File: src/rtl/alu_seq_pkg.sv
`default_nettype none
// ============================================================================
//  Module      : alu_seq_pkg
//  Description : Shared definitions for the sequential ALU: operation codes,
//                controller state type and flag bit positions.
//  Revision    : 1.0  initial release
// ============================================================================
package alu_seq_pkg;

    // Operation encoding on the 3-bit op port
    localparam logic [2:0] C_OP_ADD = 3'd0;
    localparam logic [2:0] C_OP_SUB = 3'd1;
    localparam logic [2:0] C_OP_CMP = 3'd2;
    localparam logic [2:0] C_OP_AND = 3'd3;
    localparam logic [2:0] C_OP_OR  = 3'd4;
    localparam logic [2:0] C_OP_XOR = 3'd5;
    localparam logic [2:0] C_OP_MUL = 3'd6;
    localparam logic [2:0] C_OP_DIV = 3'd7;

    // Controller states
    typedef enum logic [0:0] {
        ST_IDLE = 1'b0,
        ST_RUN  = 1'b1
    } state_t;

    // Bit positions inside the internal flag vector
    localparam int C_FLAG_CNT = 6;
    localparam int C_FLAG_N   = 5;
    localparam int C_FLAG_Z   = 4;
    localparam int C_FLAG_C   = 3;
    localparam int C_FLAG_V   = 2;
    localparam int C_FLAG_L   = 1;
    localparam int C_FLAG_DZ  = 0;

endpackage
`default_nettype wire

File: src/rtl/alu_muldiv_iter.sv
`default_nettype none
// ============================================================================
//  Module      : alu_muldiv_iter
//  Description : One combinational iteration of unsigned multiply (shift-add,
//                right shift) or restoring divide (left shift, trial
//                subtract) on the {acc, q} register pair.
//  Revision    : 1.0  initial release
// ============================================================================
module alu_muldiv_iter #(
    parameter int WIDTH = 16
) (
    input  logic             i_div,
    input  logic [WIDTH-1:0] i_acc,
    input  logic [WIDTH-1:0] i_q,
    input  logic [WIDTH-1:0] i_opnd,
    output logic [WIDTH-1:0] o_acc,
    output logic [WIDTH-1:0] o_q
);

    // Multiply: add the multiplicand when the current multiplier bit is set;
    // the extra bit keeps the carry that gets shifted back into acc.
    logic [WIDTH:0]   w_sum;
    // Divide: partial remainder shifted left by one with the next dividend bit.
    logic [WIDTH:0]   w_shl;
    logic [WIDTH-1:0] w_diff;
    logic             w_fits;

    assign w_sum  = {1'b0, i_acc} + (i_q[0] ? {1'b0, i_opnd} : {(WIDTH+1){1'b0}});
    assign w_shl  = {i_acc, i_q[WIDTH-1]};
    assign w_fits = (w_shl >= {1'b0, i_opnd});
    // When the divisor fits, the difference is below the divisor, so the
    // truncated subtraction is exact.
    assign w_diff = w_shl[WIDTH-1:0] - i_opnd;

    // Select the multiply or divide step result
    always_comb begin
        o_acc = i_acc;
        o_q   = i_q;
        if (i_div) begin
            o_acc = w_fits ? w_diff : w_shl[WIDTH-1:0];
            o_q   = {i_q[WIDTH-2:0], w_fits};
        end else begin
            o_acc = w_sum[WIDTH:1];
            o_q   = {w_sum[0], i_q[WIDTH-1:1]};
        end
    end

endmodule
`default_nettype wire

File: src/rtl/alu_seq.sv
`default_nettype none
// ============================================================================
//  Module      : alu_seq
//  Description : Handshaked ALU. ADD/SUB/CMP/logic complete on the sampling
//                edge; MUL/DIV iterate WIDTH cycles through alu_muldiv_iter.
//                Result and flags are registered and change only with done.
//  Revision    : 1.0  initial release
// ============================================================================
module alu_seq
    import alu_seq_pkg::*;
#(
    parameter  int WIDTH = 16,
    localparam int CNT_W = $clog2(WIDTH) + 1
) (
    input  logic             clk,
    input  logic             resetn,
    input  logic             start,
    input  logic [2:0]       op,
    input  logic [WIDTH-1:0] a,
    input  logic [WIDTH-1:0] b,
    output logic             busy,
    output logic             done,
    output logic [WIDTH-1:0] result,
    output logic [WIDTH-1:0] result_hi,
    output logic             flag_n,
    output logic             flag_z,
    output logic             flag_c,
    output logic             flag_v,
    output logic             flag_l,
    output logic             flag_dz
);

    localparam logic [CNT_W-1:0] C_LAST = CNT_W'(WIDTH - 1);

    state_t                  r_state, w_state_nxt;
    logic [WIDTH-1:0]        r_acc, w_acc;
    logic [WIDTH-1:0]        r_q, w_q;
    logic [WIDTH-1:0]        r_opnd, w_opnd;
    logic                    r_div, w_div;
    logic [CNT_W-1:0]        r_cnt, w_cnt;
    logic                    r_done, w_done;
    logic [WIDTH-1:0]        r_result, w_result;
    logic [WIDTH-1:0]        r_result_hi, w_result_hi;
    logic [C_FLAG_CNT-1:0]   r_flags, w_flags;

    // Single-cycle arithmetic on the live operands
    logic [WIDTH:0]   w_add;
    logic [WIDTH:0]   w_sub;
    logic             w_add_v;
    logic             w_sub_v;
    logic [WIDTH-1:0] w_it_acc;
    logic [WIDTH-1:0] w_it_q;

    assign w_add   = {1'b0, a} + {1'b0, b};
    // a + ~b + 1: the carry-out is the inverse of the unsigned borrow
    assign w_sub   = {1'b0, a} + {1'b0, ~b} + {{WIDTH{1'b0}}, 1'b1};
    assign w_add_v = (a[WIDTH-1] == b[WIDTH-1]) && (w_add[WIDTH-1] != a[WIDTH-1]);
    assign w_sub_v = (a[WIDTH-1] != b[WIDTH-1]) && (w_sub[WIDTH-1] != a[WIDTH-1]);

    alu_muldiv_iter #(
        .WIDTH (WIDTH)
    ) u_iter (
        .i_div  (r_div),
        .i_acc  (r_acc),
        .i_q    (r_q),
        .i_opnd (r_opnd),
        .o_acc  (w_it_acc),
        .o_q    (w_it_q)
    );

    // Controller state register
    always_ff @(posedge clk or negedge resetn) begin
        if (!resetn) begin
            r_state <= ST_IDLE;
        end else begin
            r_state <= w_state_nxt;
        end
    end

    // Next state, iteration datapath and result/flag updates
    always_comb begin
        w_state_nxt = r_state;
        w_acc       = r_acc;
        w_q         = r_q;
        w_opnd      = r_opnd;
        w_div       = r_div;
        w_cnt       = r_cnt;
        w_done      = 1'b0;
        w_result    = r_result;
        w_result_hi = r_result_hi;
        w_flags     = r_flags;

        unique case (r_state)
            ST_IDLE: begin
                if (start) begin
                    w_done  = 1'b1;
                    w_flags = '0;
                    case (op)
                        C_OP_ADD: begin
                            w_result           = w_add[WIDTH-1:0];
                            w_result_hi        = '0;
                            w_flags[C_FLAG_C]  = w_add[WIDTH];
                            w_flags[C_FLAG_V]  = w_add_v;
                            w_flags[C_FLAG_N]  = w_add[WIDTH-1];
                            w_flags[C_FLAG_Z]  = (w_add[WIDTH-1:0] == '0);
                        end
                        C_OP_SUB: begin
                            w_result           = w_sub[WIDTH-1:0];
                            w_result_hi        = '0;
                            w_flags[C_FLAG_C]  = ~w_sub[WIDTH];
                            w_flags[C_FLAG_V]  = w_sub_v;
                            w_flags[C_FLAG_N]  = w_sub[WIDTH-1] ^ w_sub_v;
                            w_flags[C_FLAG_Z]  = (w_sub[WIDTH-1:0] == '0);
                        end
                        C_OP_CMP: begin
                            // Result registers are left untouched by a compare
                            w_flags[C_FLAG_L]  = ~w_sub[WIDTH];
                            w_flags[C_FLAG_N]  = w_sub[WIDTH-1] ^ w_sub_v;
                            w_flags[C_FLAG_Z]  = (w_sub[WIDTH-1:0] == '0);
                        end
                        C_OP_AND: begin
                            w_result           = a & b;
                            w_result_hi        = '0;
                            w_flags[C_FLAG_Z]  = ((a & b) == '0);
                        end
                        C_OP_OR: begin
                            w_result           = a | b;
                            w_result_hi        = '0;
                            w_flags[C_FLAG_Z]  = ((a | b) == '0);
                        end
                        C_OP_XOR: begin
                            w_result           = a ^ b;
                            w_result_hi        = '0;
                            w_flags[C_FLAG_Z]  = ((a ^ b) == '0);
                        end
                        default: begin
                            if ((op == C_OP_DIV) && (b == '0)) begin
                                w_result           = '1;
                                w_result_hi        = a;
                                w_flags[C_FLAG_DZ] = 1'b1;
                            end else begin
                                // MUL runs the full iteration count even for
                                // a zero multiplier to keep latency uniform.
                                w_done      = 1'b0;
                                w_flags     = r_flags;
                                w_div       = (op == C_OP_DIV);
                                w_acc       = '0;
                                w_q         = (op == C_OP_DIV) ? a : b;
                                w_opnd      = (op == C_OP_DIV) ? b : a;
                                w_cnt       = '0;
                                w_state_nxt = ST_RUN;
                            end
                        end
                    endcase
                end
            end
            ST_RUN: begin
                w_acc = w_it_acc;
                w_q   = w_it_q;
                w_cnt = r_cnt + 1'b1;
                if (r_cnt == C_LAST) begin
                    w_done      = 1'b1;
                    w_flags     = '0;
                    w_state_nxt = ST_IDLE;
                    if (r_div) begin
                        w_result          = w_it_q;
                        w_result_hi       = w_it_acc;
                        w_flags[C_FLAG_Z] = (w_it_q == '0);
                    end else begin
                        w_result          = w_it_q;
                        w_result_hi       = w_it_acc;
                        w_flags[C_FLAG_C] = (w_it_acc != '0);
                        w_flags[C_FLAG_Z] = ({w_it_acc, w_it_q} == '0);
                    end
                end
            end
            default: begin
                w_state_nxt = ST_IDLE;
            end
        endcase
    end

    // Datapath and output registers
    always_ff @(posedge clk or negedge resetn) begin
        if (!resetn) begin
            r_acc       <= '0;
            r_q         <= '0;
            r_opnd      <= '0;
            r_div       <= 1'b0;
            r_cnt       <= '0;
            r_done      <= 1'b0;
            r_result    <= '0;
            r_result_hi <= '0;
            r_flags     <= '0;
        end else begin
            r_acc       <= w_acc;
            r_q         <= w_q;
            r_opnd      <= w_opnd;
            r_div       <= w_div;
            r_cnt       <= w_cnt;
            r_done      <= w_done;
            r_result    <= w_result;
            r_result_hi <= w_result_hi;
            r_flags     <= w_flags;
        end
    end

    assign busy      = (r_state == ST_RUN);
    assign done      = r_done;
    assign result    = r_result;
    assign result_hi = r_result_hi;
    assign flag_n    = r_flags[C_FLAG_N];
    assign flag_z    = r_flags[C_FLAG_Z];
    assign flag_c    = r_flags[C_FLAG_C];
    assign flag_v    = r_flags[C_FLAG_V];
    assign flag_l    = r_flags[C_FLAG_L];
    assign flag_dz   = r_flags[C_FLAG_DZ];

endmodule
`default_nettype wire

File: config.mk
export PLATFORM = sky130hd
export DESIGN_NAME = alu_seq
export DESIGN_NICKNAME = d
export VERILOG_FILES = /design/src/rtl/alu_seq_pkg.sv /design/src/rtl/alu_muldiv_iter.sv /design/src/rtl/alu_seq.sv
export SDC_FILE = /design/constraint.sdc
export NUM_CORES = 1
export LEC_CHECK = 0
export ABC_AREA = 1
export CORE_MARGIN = 8
export CORE_UTILIZATION = 25
export CTS_BUF_LIST = sky130_fd_sc_hd__clkbuf_16
export CTS_CLUSTER_SIZE = 25
export DETAILED_ROUTE_END_ITERATION = 8
export GPL_TIMING_DRIVEN = 0
export PLACE_DENSITY = 0.38
export REMOVE_ABC_BUFFERS = 1
export SLEW_MARGIN = 40
export SYNTH_ARGS = -nofsm -noshare
export SYNTH_HDL_FRONTEND = slang
export SYNTH_SLANG_ARGS = --single-unit
File: constraint.sdc
create_clock -name clk -period 3.2 [get_ports clk]
set_input_delay 0.96 -clock clk [delete_from_list [all_inputs] [get_ports clk]]
set_output_delay 0.96 -clock clk [all_outputs]
set_load 0.005 [all_outputs]
==> impl_metrics.json, run 1 <==
{
  "ys_seq_area_share_pct": 23.7,
  "outcome": "finished, violations left",
  "gp_congestion": 0.913,
  "drc": 0,
  "drive_above_1_share_pct": 15.2,
  "max_stage_delay_ns": 0.52,
  "grt_pass1_vias": 11200,
  "start_util_pct": 25.2,
  "dieWidth_um": 215,
  "irDropWorstVdd_mv": 0.280,
  "dieArea_mm2": 0.0464,
  "synth_commonest_cells": "nand2_1, inv_1, nor2_1",
  "synth_top_area_share_pct": 23.7,
  "r2r_slack_ns": 0.08,
  "crit_chain": "buf_12 -> inv_8 -> ha_4 -> nor2_4 -> nand2_4 -> nor3_4 -> nand2_4 -> nand3_4 -> nand2_2 -> nand2_2 -> a21oi_2 -> fa_1 -> inv_2 -> nor3_2 -> nand3_1 -> nor2_2 -> nand2_1 -> nor2_2 -> nand3_1 -> nor2_1 -> nand3_1 -> nand4_1 -> a21oi_2 -> a21oi_2",
  "min_period_over_period_pct": 114,
  "power.density_mw_per_mm2": 899,
  "tightest_slew_ns": 0.640,
  "critPathLaunchType": "input pin",
  "htree_levels": 3,
  "hold_viol": 0,
  "slew_viol_final": 0,
  "yosysMostFrequentCell": "nand2_1",
  "p_leak_uw": 0.00640,
  "finalWorstPathRequiredPeriod_ns": 3.65,
  "slowest_stage": "fa_1",
  "cts_sinks": 94,
  "avgRoutedWirePerCell_um": 20.6,
  "nFillCells": 4434,
  "relSlewSlack_pct": 57.2,
  "cts_tree": "done",
  "hold_path_class": "input pin to async pin",
  "path_buf_inv": 3,
  "netlist_area_mm2": 0.00994,
  "ys_ff_latch": 94,
  "io_buffers": 77,
  "fin_skew_ns": 0.0148,
  "ant_nets": 0,
  "insertion_delay_ns": 0.37,
  "synth_area_per_cell_um2": 6.20,
  "viasPerCell": 4.92,
  "yosysTopAreaCell": "dfrtp_1",
  "dr.pass1.iters": 5,
  "async_flop_share_pct": 100,
  "root_buffer": "clkbuf_16",
  "drt-initial-drc-count": 867,
  "grt_pass1_wl_um": 70300,
  "cts_buffer_depth": 2,
  "cp.arrival_ns": 3.95,
  "dp_hpwl_um": 35900,
  "core_mm2": 0.0395,
  "max_cap_viol_count": 0,
  "synth_ff_type": "dfrtp_1",
  "finalPower_uw": 11500,
  "setup_violations": 4,
  "grt_max_degree": 66,
  "yosysUniqueCellTypes": 49,
  "fin_util_pct": 32.4,
  "synthCells": 1604,
  "yosysWarningCount": 0,
  "worstSetupPathType": "input pin to flip-flop",
  "antenna_found_initial": 0,
  "required_ns": 3.50,
  "antenna_cells": 0,
  "violations": "negative setup slack",
  "io_pins": 78,
  "cts.reportedPaths.clkPinSlew_ns": 0.08,
  "synth_edf_count": 0,
  "grt_overflow_total": 0,
  "area_growth_syn_to_layout_pct": 28.5,
  "cts_buffers": 9,
  "wirelength_um": 46300,
  "cp_top_family": "simple AND/OR/NAND/NOR gates",
  "nets": 1845,
  "worst_slack_ns": -0.452,
  "fp.dieH_um": 215,
  "rows": 73,
  "max_freq_mhz": 274,
  "endpoint_kind": "flip-flop",
  "grt_usage_pct": 19.7,
  "vias": 11000,
  "path_max_fanout": 4,
  "rsz0062_at_grt": "true",
  "synth_area_leaders": "dfrtp_1, nand2_1, ha_1, inv_1, nand3_1"
}
## area by class of cell
cell class	count	area [um2]	share of cell area, %
flip-flops and latches	94	2360	18.5
well taps	525	657	5.14
clock inverters	7	80.1	0.627
inverters	259	1070	8.35
repair inverters	1	7.51	0.0588
repair buffers	154	1470	11.5
clock buffers	9	225	1.76
multi-input cells	1197	6900	54.0
## metrics by stage
stage	cells	worst slack, ns	hold slack, ns	area, um2	TNS [ns]
6_report	2246	-0.452	0.453	12800	-0.613
5_1_grt	2246	-0.604	0.457	12800	-1.26
4_1_cts	2232	-0.470	0.453	12500	-0.866
3_5_place_dp	2157	-2.18	0.474	11300	-97.17
3_3_place_gp	2152	-4.02	0.474	11100	-623.07
2_1_floorplan	1550	-1.22	0.459	9700	-89.35
## repair_timing
action | in CTS | in global routing
gates cloned | 1 | 0
gates resized for setup | 316 | 45
pin swaps | 39 | 27
buffers inserted | 58 | 19
hold buffers | 0 | 0
setup endpoints to repair | 74 | 13
## metal layers
layer / track usage (%) / wire length (um)
met1: 24.6 / 19900
met3: 1.48 / 1640
met4: 6.67 / 1390
met5: 0 / 0
met2: 35.3 / 23400
## flip-flops by register name, summed over array words and instances, names as in the netlist
| signal | cells |
|---|---|
| r_acc | 16 |
| r_opnd | 16 |
| r_q | 16 |
| result | 16 |
| result_hi | 16 |
| r_flags | 6 |
| r_cnt | 5 |
| busy | 1 |
| done | 1 |
| r_div | 1 |
## placed cells by master, fill, tap and decap left out, types with 5 or more instances in the layout
| cell type | netlist | final |
|---|---|---|
| o22ai_1 | 19 | 19 |
| nand3_1 | 115 | 110 |
| and2_1 | 7 | 7 |
| dfrtp_1 | 94 | 91 |
| clkdlybuf4s50_1 | 0 | 44 |
| o41ai_1 | 10 | 7 |
| nor3_1 | 14 | 11 |
| o211ai_1 | 19 | 19 |
| nor2_2 | 2 | 9 |
| o21ai_0 | 93 | 89 |
| a21oi_1 | 88 | 81 |
| nand4_1 | 33 | 33 |
| clkbuf_16 | 0 | 9 |
| nand3b_1 | 5 | 5 |
| xor2_1 | 11 | 11 |
| inv_1 | 254 | 217 |
| inv_6 | 0 | 7 |
| nand2_2 | 5 | 16 |
| buf_4 | 1 | 74 |
| buf_8 | 1 | 7 |
| nor2_4 | 3 | 14 |
| dlygate4sd2_1 | 0 | 5 |
| buf_12 | 0 | 6 |
| ha_1 | 86 | 68 |
| buf_6 | 0 | 14 |
| a31oi_1 | 15 | 15 |
| nor2_1 | 142 | 124 |
| nand2_4 | 2 | 5 |
| nand2_1 | 472 | 457 |
| ha_2 | 0 | 5 |
| a21oi_2 | 3 | 8 |
| inv_4 | 0 | 15 |
| nor4_1 | 9 | 9 |
| inv_2 | 3 | 17 |
| ha_4 | 0 | 13 |
| nand3_2 | 4 | 6 |
| o221ai_1 | 14 | 14 |
## worst paths after layout
kind                                              from                      to  cells past startpoint
worst min-delay path                            resetn   r_acc[15]$_DFFE_PN0P_                      1
worst max register to register      r_q[0]$_DFFE_PN0P_  r_flags[4]$_DFFE_PN0P_                     21
min in group clk                result[15]$_DFFE_PN0P_  result[15]$_DFFE_PN0P_                      2
worst min register to register  result[15]$_DFFE_PN0P_  result[15]$_DFFE_PN0P_                      2
worst max-delay path                              a[7]  r_flags[4]$_DFFE_PN0P_                     24
max in group asynchronous                       resetn      r_q[0]$_DFFE_PN0P_                      2
## where the power goes
part           switching [uW]  total (uW)  internal, uW
sequential                553        2360          1810
clock                     559        1180           621
combinational            5100        7940          2840
total                    6210       11500          5270
## cells by family after synthesis
logic type / after synthesis / synth area share [%]
AOI/OAI and AO/OA: 274 / 16.1
xor gates and xnor gates: 14 / 1.23
adders and majority gates: 91 / 11.8
buffers and inverters: 313 / 12.1
DFF: 94 / 23.7
muxes: 1 / 0.101
and+or+nand+nor: 817 / 34.9
Note: power is estimated with default switching activity, not from simulation.
==> inputs of run 2 (changes only) <==
Settings changed: CORE_MARGIN 8 to default, PLACE_DENSITY 0.38 to 0.39.
==> impl_metrics.json, run 2 (synthesis results as in run 1) <==
{
  "grt_overflow_total": 0,
  "io_pins": 78,
  "worst_slack_ns": -0.415,
  "htree_levels": 3,
  "setup_violations": 2,
  "grt_pass1_vias": 11100,
  "grt_pass1_wl_um": 67900,
  "rows": 72,
  "critPathLaunchType": "input pin",
  "finalWorstPathRequiredPeriod_ns": 3.61,
  "vias": 11000,
  "gp_congestion": 0.909,
  "io_buffers": 77,
  "min_period_over_period_pct": 113,
  "endpoint_kind": "flip-flop",
  "max_cap_viol_count": 0,
  "violations": "negative setup slack",
  "max_freq_mhz": 277,
  "slew_viol_final": 0,
  "drc": 0,
  "hold_viol": 0,
  "antenna_cells": 0,
  "dr.pass1.iters": 5,
  "start_util_pct": 25.5,
  "antenna_found_initial": 0,
  "relSlewSlack_pct": 57.5,
  "final_cell_mix": "nand2_1, inv_1, nor2_1",
  "rsz0062_at_grt": "true",
  "fin_setup_tns_ns": -0.700,
  "cp.arrival_ns": 3.91,
  "root_buffer": "clkbuf_16",
  "nets": 1848,
  "area_growth_syn_to_layout_pct": 29.9,
  "outcome": "finished, violations left",
  "hold_buffers": 0,
  "dieWidth_um": 201,
  "dp_hpwl_um": 34800,
  "placed_cells": 2150,
  "insertion_delay_ns": 0.36,
  "tightest_slew_ns": 0.635,
  "core_mm2": 0.0389,
  "grt_usage_pct": 22.3,
  "dieArea_mm2": 0.0405,
  "path_max_fanout": 5,
  "required_ns": 3.49,
  "viasPerCell": 4.90,
  "cts_tree": "done",
  "fin_skew_ns": 0.00961,
  "worstSetupPathType": "input pin to flip-flop",
  "drt-initial-drc-count": 773,
  "avgRoutedWirePerCell_um": 20.2,
  "wirelength_um": 45400,
  "drive_above_1_share_pct": 15.5,
  "layout.cells.non_filler": 2242,
  "fp.dieH_um": 201,
  "grt_max_degree": 61,
  "cts_sinks": 94,
  "ant_nets": 0,
  "cts_buffers": 9,
  "cts_buffer_depth": 2,
  "p_leak_uw": 0.00647,
  "irDropWorstVdd_mv": 0.274,
  "postLayoutCellArea_mm2": 0.0129,
  "final_common_cell": "nand2_1",
  "hold_path_class": "input pin to async pin",
  "placed_area_mm2": 0.0113,
  "power.density_mw_per_mm2": 893,
  "cts.reportedPaths.clkPinSlew_ns": 0.07
}
-- run 2: timing repair --
| item | in CTS | in global routing |
|---|---|---|
| cloned | 1 | 1 |
| gates resized for setup | 293 | 93 |
| endpoints found under the setup margin | 74 | 67 |
| setup buffers | 61 | 19 |
| pin swaps | 31 | 28 |
-- run 2: critical path, cell delays in order --
cell	delay (ns)
buf_4	0.15
inv_2	0.06
ha_4	0.24
nor2_4	0.09
inv_2	0.06
nor3_4	0.19
nand2_4	0.09
nand3_4	0.07
nand2_2	0.06
nand2_2	0.06
a21oi_2	0.06
fa_1	0.51
inv_2	0.08
nor3_2	0.10
nand3_1	0.09
nor2_1	0.14
nand2_1	0.08
nor2_2	0.14
nand3_2	0.08
nor2_2	0.11
nand3_1	0.09
nand4_1	0.15
a21oi_2	0.08
a21oi_2	0.16
-- run 2: path summary, 6_finish.rpt --
path | startpoint | to | slack, ns | depth (start not counted)
max | a[9] | r_flags[4]$_DFFE_PN0P_ | -0.41 | 24
min | resetn | r_acc[12]$_DFFE_PN0P_ | 0.47 | 1
max reg2reg | r_q[0]$_DFFE_PN0P_ | r_flags[4]$_DFFE_PN0P_ | 0.10 | 21
min reg2reg | r_flags[3]$_DFFE_PN0P_ | r_flags[3]$_DFFE_PN0P_ | 0.49 | 2
max in group asynchronous | resetn | r_q[0]$_DFFE_PN0P_ | 2.08 | 2
min in group clk | r_flags[3]$_DFFE_PN0P_ | r_flags[3]$_DFFE_PN0P_ | 0.49 | 2
-- run 2: power by group --
part	switching, uW	internal, uW	leakage (uW)
Combinational	5100	2890	0.00520
Sequential	567	1810	0.00111
Clock	491	675	0.000159
Total	6160	5380	0.00647
-- run 2: stage by stage --
stage	power, uW	hold slack, ns	setup WS, ns	utilization [%]
final	11500	0.472	-0.415	33.2
after global routing	12600	0.482	-0.587	33.2
after CTS	11500	0.468	-0.482	32.2
after detailed placement	9850	0.476	-2.24	29.0
after global placement	9780	0.478	-3.92	28.6
after floorplan	6990	0.459	-1.22	-
-- run 2: area by class of cell --
cell class              count  area, um2
well taps                 518        648
fillers                  4380      26000
multi-input cells        1198       6940
repair inverters            1       7.51
clock inverters             7       81.3
clock buffers               9        225
flip-flops and latches     94       2360
inverters                 259       1070
repair buffers            156       1580
-- run 2: layer usage --
metal	track usage, %	vias up	wire length, um
met5	0	-	0
met4	8.71	0	1600
met3	1.96	52	970
met2	38.8	200	22100
met1	28.4	5284	20700
li1	-	5454	-
